===== config.mk =====
export PLATFORM = sky130hd
export DESIGN_NAME = rv32i_dmem_arbiter
export DESIGN_NICKNAME = d
export VERILOG_FILES = /design/src/rtl/rv32i_dmem_arbiter.sv
export SDC_FILE = /design/constraint.sdc
export NUM_CORES = 1
export LEC_CHECK = 0
export CAP_MARGIN = 5
export CORE_ASPECT_RATIO = 2
export CORE_MARGIN = 1
export CORE_UTILIZATION = 43
export DETAILED_ROUTE_END_ITERATION = 12
export PLACE_DENSITY = 0.86
export SLEW_MARGIN = 5
export SYNTH_ARGS = -nofsm -noshare
export SYNTH_HDL_FRONTEND = slang
export SYNTH_SLANG_ARGS = --single-unit

===== constraint.sdc =====
create_clock -name clk -period 3.9 [get_ports clk]
set_input_delay 0.39 -clock clk [delete_from_list [all_inputs] [get_ports clk]]
set_output_delay 0.39 -clock clk [all_outputs]
set_load 0.01 [all_outputs]

===== src/rtl/rv32i_dmem_arbiter.sv =====
// Round-robin arbiter that shares the RAM data port between the core LSU (port 0)
// and the debug/program loader (port 1), with alignment checks and lane steering.
module rv32i_dmem_arbiter #(
   parameter int MEM_BYTES = 4096,
   parameter int ADDR_W    = 32
) (
   input  logic              clk,
   input  logic              reset,
   input  logic              req0,
   input  logic              req1,
   input  logic              we0,
   input  logic              we1,
   input  logic [ADDR_W-1:0] addr0,
   input  logic [ADDR_W-1:0] addr1,
   input  logic [1:0]        width0,
   input  logic [1:0]        width1,
   input  logic              sign0,
   input  logic              sign1,
   input  logic [31:0]       wdata0,
   input  logic [31:0]       wdata1,
   output logic              gnt0,
   output logic              gnt1,
   output logic              rvalid0,
   output logic              rvalid1,
   output logic [31:0]       rdata0,
   output logic [31:0]       rdata1,
   output logic              err0,
   output logic              err1,
   output logic [ADDR_W-1:0] d_addr,
   output logic              d_we,
   output logic [3:0]        d_be,
   output logic [31:0]       d_wdata,
   input  logic [31:0]       d_rdata
);

   typedef enum logic {IDLE, RESP} state_t;

   state_t              state;
   logic                last_grant;
   logic                own_q;
   logic                we_q;
   logic                err_q;
   logic                sign_q;
   logic [1:0]          width_q;
   logic [1:0]          b_q;
   logic [ADDR_W-1:0]   addr_q;
   logic [31:0]         rdata0_q;
   logic [31:0]         rdata1_q;

   logic                can_grant;
   logic                grant;
   logic                sel;
   logic                sel_we;
   logic [ADDR_W-1:0]   sel_addr;
   logic [1:0]          sel_width;
   logic                sel_sign;
   logic [31:0]         sel_wdata;
   logic [1:0]          sel_b;
   logic                sel_err;
   logic [3:0]          lane_mask;
   logic [31:0]         shifted;
   logic [31:0]         load_val;

   // On a tie the port that did not win last time is granted.
   assign can_grant = !reset && (state == IDLE);
   assign gnt0      = can_grant && req0 && (!req1 || last_grant);
   assign gnt1      = can_grant && req1 && (!req0 || !last_grant);
   assign grant     = gnt0 || gnt1;
   assign sel       = gnt1;

   assign sel_we    = sel ? we1    : we0;
   assign sel_addr  = sel ? addr1  : addr0;
   assign sel_width = sel ? width1 : width0;
   assign sel_sign  = sel ? sign1  : sign0;
   assign sel_wdata = sel ? wdata1 : wdata0;
   assign sel_b     = sel_addr[1:0];

   assign sel_err = (sel_width == 2'b11)
                 || ((sel_width == 2'b01) && sel_b[0])
                 || ((sel_width == 2'b10) && (sel_b != 2'b00))
                 || (sel_addr >= ADDR_W'(MEM_BYTES));

   always_comb begin
      lane_mask = 4'b1111;
      case (sel_width)
         2'b00:   lane_mask = 4'b0001 << sel_b;
         2'b01:   lane_mask = 4'b0011 << sel_b;
         default: lane_mask = 4'b1111;
      endcase
   end

   // Rejected accesses and loads never touch the RAM lanes.
   assign d_we    = grant && sel_we && !sel_err;
   assign d_be    = d_we ? lane_mask : 4'b0000;
   assign d_wdata = grant ? (sel_wdata << {sel_b, 3'b000}) : 32'd0;
   assign d_addr  = grant ? sel_addr : addr_q;

   assign shifted = d_rdata >> {b_q, 3'b000};

   always_comb begin
      load_val = shifted;
      case (width_q)
         2'b00:   load_val = {{24{sign_q & shifted[7]}}, shifted[7:0]};
         2'b01:   load_val = {{16{sign_q & shifted[15]}}, shifted[15:0]};
         default: load_val = shifted;
      endcase
   end

   // Read data is live during the response cycle and held afterwards.
   always_comb begin
      rdata0 = rdata0_q;
      rdata1 = rdata1_q;
      if (state == RESP) begin
         if (!own_q) begin
            rdata0 = err_q ? 32'd0 : (we_q ? rdata0_q : load_val);
         end else begin
            rdata1 = err_q ? 32'd0 : (we_q ? rdata1_q : load_val);
         end
      end
   end

   always_ff @(posedge clk or posedge reset) begin
      if (reset) begin
         state      <= IDLE;
         last_grant <= 1'b1;
         own_q      <= 1'b0;
         we_q       <= 1'b0;
         err_q      <= 1'b0;
         sign_q     <= 1'b0;
         width_q    <= 2'b00;
         b_q        <= 2'b00;
         addr_q     <= '0;
         rvalid0    <= 1'b0;
         rvalid1    <= 1'b0;
         err0       <= 1'b0;
         err1       <= 1'b0;
         rdata0_q   <= 32'd0;
         rdata1_q   <= 32'd0;
      end else begin
         case (state)
            IDLE: begin
               rvalid0 <= 1'b0;
               rvalid1 <= 1'b0;
               err0    <= 1'b0;
               err1    <= 1'b0;
               if (grant) begin
                  state      <= RESP;
                  last_grant <= sel;
                  own_q      <= sel;
                  we_q       <= sel_we;
                  err_q      <= sel_err;
                  sign_q     <= sel_sign;
                  width_q    <= sel_width;
                  b_q        <= sel_b;
                  addr_q     <= sel_addr;
                  rvalid0    <= !sel;
                  rvalid1    <= sel;
                  err0       <= !sel && sel_err;
                  err1       <= sel && sel_err;
               end
            end
            RESP: begin
               state    <= IDLE;
               rvalid0  <= 1'b0;
               rvalid1  <= 1'b0;
               err0     <= 1'b0;
               err1     <= 1'b0;
               rdata0_q <= rdata0;
               rdata1_q <= rdata1;
            end
            default: state <= IDLE;
         endcase
      end
   end

endmodule


# == Word level (Yosys, flattened, before mapping) ==
# Cells that the tools add are included.
# word_totals
regBits,110
inputBits,172
output_inout_bits,139
# op_classes
n_lt_le_gt_ge,1
n_eq_ne,4
shifts,4
muxes,28
bitwise_logic,3
reduce_logical,27
# op_table
operator,n
32-bit two-way mux,12
32-bit one-hot mux with 2 select lines,1
"32-bit by 13-bit greater-or-equal comparator with 1-bit output, second input constant",1
32-bit by 5-bit left shift with 32-bit output,1
32-bit by 5-bit right shift with 32-bit output,1
1-bit logical AND,11
1-bit one-hot mux with 2 select lines,5
4-bit one-hot mux with 2 select lines,1
1-bit two-way mux,7
1-bit zero test,6
1-bit logical OR,6
"2-bit by 1-bit equality test with 1-bit output, second input constant",2
"2-bit equality test, second input constant",2
2-bit zero test,2
4-bit two-way mux,1
"1-bit by 2-bit left shift with 4-bit output, first input constant",1
"2-bit by 2-bit left shift with 4-bit output, first input constant",1
1-bit AND,2
2-bit two-way mux,1
2-bit AND reduction,1
2-bit nonzero test,1
1-bit NOT,1

# == Depth between registers and ports, before layout ==
# logic_depth
ltp_word,13
ltp_mapped,8
mapped_depth_nobuf,7

# == Worst setup path before layout ==
# No wires, ideal clock.
# synth_path
path_kind,reg2out
startpoint,register last_grant
endpoint,output d_addr[12]
t_arrival_ns,1.853
required_time_ns,3.510
setup_slack_ns,1.657
stages_incl_launch_ff,7
path_buffers,3
path_cell_list,dfstp_2 a21boi_1 nand2_1 clkbuf_1 clkbuf_1 buf_1 a31oi_1
# synth_between
elab_chain_len,5
# synth_lines
item,line_no,source
start: declaration,39,logic last_grant;
start signal: assignment,148,last_grant <= sel;
1-bit zero test,67,assign gnt1 = can_grant && req1 && (!req0 || !last_grant);
1-bit logical OR,67,
1-bit logical AND,67,
32-bit two-way mux / 1-bit logical OR (equally long branches),"72, 68",
32-bit two-way mux *,n/a,
end: declaration,29,"output logic [ADDR_W-1:0] d_addr,"
# Every way passes the cells marked *; elsewhere a longest branch is shown, timed or not.

# == Final worst setup path ==
# layout_path
startpoint,input addr1[18]
endpoint,output d_be[2]
# layout_between
elab_chain_len,6
# layout_lines
item,line_no,source
start: declaration,14,"input logic [ADDR_W-1:0] addr1,"
32-bit two-way mux,72,assign sel_addr = sel ? addr1 : addr0;
32-bit by 13-bit greater-or-equal comparator with 1-bit output,81,|| (sel_addr >= ADDR_W'(MEM_BYTES));
1-bit logical OR,81,
1-bit zero test,93,assign d_we = grant && sel_we && !sel_err;
1-bit logical AND,93,
4-bit two-way mux,94,assign d_be = d_we ? lane_mask : 4'b0000;
end: declaration,31,"output logic [3:0] d_be,"
# No other way between the ends.

==> qor.yml <==
cp-end-kind: "primary output"
fp.dieH_um: 185
outcome: "finished clean"
synth_top_area_share: 0.378
p_leak_nw: 4.56
path_cells: "clkdlybuf4s50_1 > nor4_1 > buf_4 > o2111ai_1 > nor3_1 > o21ai_0 > a31oi_1 > clkdlybuf4s50_1"
slew_headroom: 0.339
synth.distinct_cells: 42
synth_xor_area_frac: 0
worstMarginPinSlew_ns: 0.991
hp-class: "in -> async"
slowest_delay_ns: 0.78
postCtsHoldBufs: 0
cp.buffers_inverters: 3
post_cts_resized: 0
syn_avg_cell_area_sq_um: 9.13
grt_setup_unrepaired: "no"
cpLargestDelayFamily: "buffers and inverters"
start_util: 0.442
gp_congestion: 0.941
clkTransAtPathRegs_ns: 0.07
ys_seq_area_frac: 0.381
grt_usage: 0.317
synth_simple_gate_area_share: 0.128
synth.area.top_cells: "dfrtp_1, mux2i_1, a221o_1, a22o_1, nand2_1"
post-route-period-util: 0.969
path_class: "in -> out"
synth_edf_count: 0
htreeDepth: 3
nNetsFinal: 1239
ioPinCount: 311
peakVddDrop_mv: 0.258
cts_buffer_depth: 2
max_freq_mhz: 265
synth_cells: 791
first_iter_violations: 342
antenna_found_initial: 2
drc: 0
nFillCells: 1332
p_per_area_nw_per_um2: 416
wirelength_mm: 27.6
die_area_sq_um: 17300
die_x_um: 93.6
via_count: 7847
grt_pass1_wl_mm: 41.3
holdWs_ns: 0.438
reg2reg_depth: 6
setup_viol_count_final: 0
port_buffers: 310
fin_util: 0.662
clock_sinks: 110
crit_slowest_cell: "nor4_1"
multi_input_area_sq_um: 4070
cp.required_ns: 3.51
yosys.area_share.adder: 0
worstPathArrival_ns: 3.39
yosys.cell_count.top_type: "dfrtp_1"
overflow: 0
critPathLaunchType: "input pin"
final_hold_viol_count: 0
synth_flop_cell: "dfrtp_1"
syn_nets: 963
num_rows: 66
syn_area_sq_um: 7220
yosys.area.top_type: "dfrtp_1"
drt-wirelength-per-cell_um: 21.6
worstPathMaxFanout: 5
vias_per_cell: 6.14
finalCriticalPeriod_ns: 3.78
grt_pass1_vias: 7810
yosysWarnings: 0
area_growth_syn_to_layout_pct: 49.9
ys_seq_elements: 110
worst_path_most_repeated_cell: "clkdlybuf4s50_1"
dr.pass1.iters: 5
ant_nets: 0
synth_compound_area_frac: 0.310
clk_latency_ns: 0.35
cts_setup_buffers: 0
finClkSkew_ns: 0.00607
drive_gt1_frac: 0.0653
cap_viol_max_count: 0
rr_startpoint: "b_q[1]"
r2r-end: "rdata0_q[25]"
numCtsBuffers: 9
cts_tree: "done"
synth_top_family_by_area: "compound AO/OA/AOI/OAI gates"
muxShareOfSynthArea: 0.122
dp_hpwl_mm: 21.5
setup_tns_ns: 0
r2r_slack_ns: 1.40
core_sq_um: 16400
netlist_top_cells_count: "dfrtp_1, nand2_1, mux2i_1"
drv_slew: 0
clock-root-buffer: "clkbuf_16"
regArea_sq_um: 2750
async_flop_share: 1.00
grt_max_degree: 87
-- placed cells by master (no fill, tap or decap), drive strengths merged, types with 3 or more instances in the layout --
cell type,Yosys,routed
inv,7,9
nor4,10,10
nand3,5,5
nand2,91,91
o211ai,8,8
nor3,5,5
mux2i,76,76
o21ai,46,46
a21oi,28,28
a22oi,7,7
nor2b,18,18
buf,33,35
and3,9,9
a22o,50,50
o21a,14,14
nand2b,3,3
and2,4,4
o31ai,3,3
nor2,62,62
clkbuf,46,11
a211oi,28,28
a31oi,43,43
a221o,64,64
clkdlybuf4s50,0,309
mux2,9,9
dfrtp,109,109
-- logic make-up after synthesis --
logic type      Yosys count
compound gates          298
simple gates            209
flops                   110
buf+inv                  88
mux                      86
-- metrics by stage --
step	std cells	area [sq um]	total power, mW	worst slack, ns
2_1_floorplan	791	7220	2.51	0.609
3_3_place_gp	1260	10500	3.47	0.198
3_5_place_dp	1260	10500	3.51	0.149
4_1_cts	1276	10800	4.52	0.127
5_1_grt	1276	10800	4.74	0.0821
6_report	1277	10800	4.51	0.121
-- final cells by class --
cell class | count | share of cell area
antenna | 1 | 0.000231
clock buffer | 11 | 0.0224
clock inverter | 5 | 0.00751
inverter | 9 | 0.00335
multi-input combinational | 593 | 0.375
sequential | 110 | 0.254
tap | 204 | 0.0236
timing repair buffer | 344 | 0.313
-- flip-flops by register name (all words and copies together), names as in the netlist --
register and count:
own_q 1, we_q 1, last_grant 1, width_q 2
rdata1_q 32, err_q 1, rvalid1 1, addr_q 32
err1 1, err0 1, b_q 2, state 1
rvalid0 1, rdata0_q 32, sign_q 1
-- per-layer routing --
layer | global-route usage | wire length, um | vias to the layer above
li1 | - | - | 3576
met1 | 0.305 | 9140 | 3758
met2 | 0.588 | 14700 | 408
met3 | 0.0538 | 1750 | 103
met4 | 0.238 | 2040 | 2
met5 | 0 | 17 | -
-- where the power goes --
| part | total, mW | switching [mW] | internal, mW |
|---|---|---|---|
| Clock | 1.01 | 0.426 | 0.583 |
| Sequential | 1.55 | 0.155 | 1.39 |
| Combinational | 1.95 | 0.917 | 1.03 |
-- worst max path at each step --
stage	start	end	slack [ns]	cells past startpoint
CTS	addr1[18]	d_be[2]	0.13	8
global route	addr1[18]	d_be[0]	0.08	8
finish	addr1[18]	d_be[2]	0.12	8
detailed placement	addr1[18]	d_be[2]	0.15	8
floorplan	reset	addr_q[0]	0.61	1
global placement	addr1[18]	d_be[2]	0.20	8
Note: power is estimated with default switching activity, not from simulation.
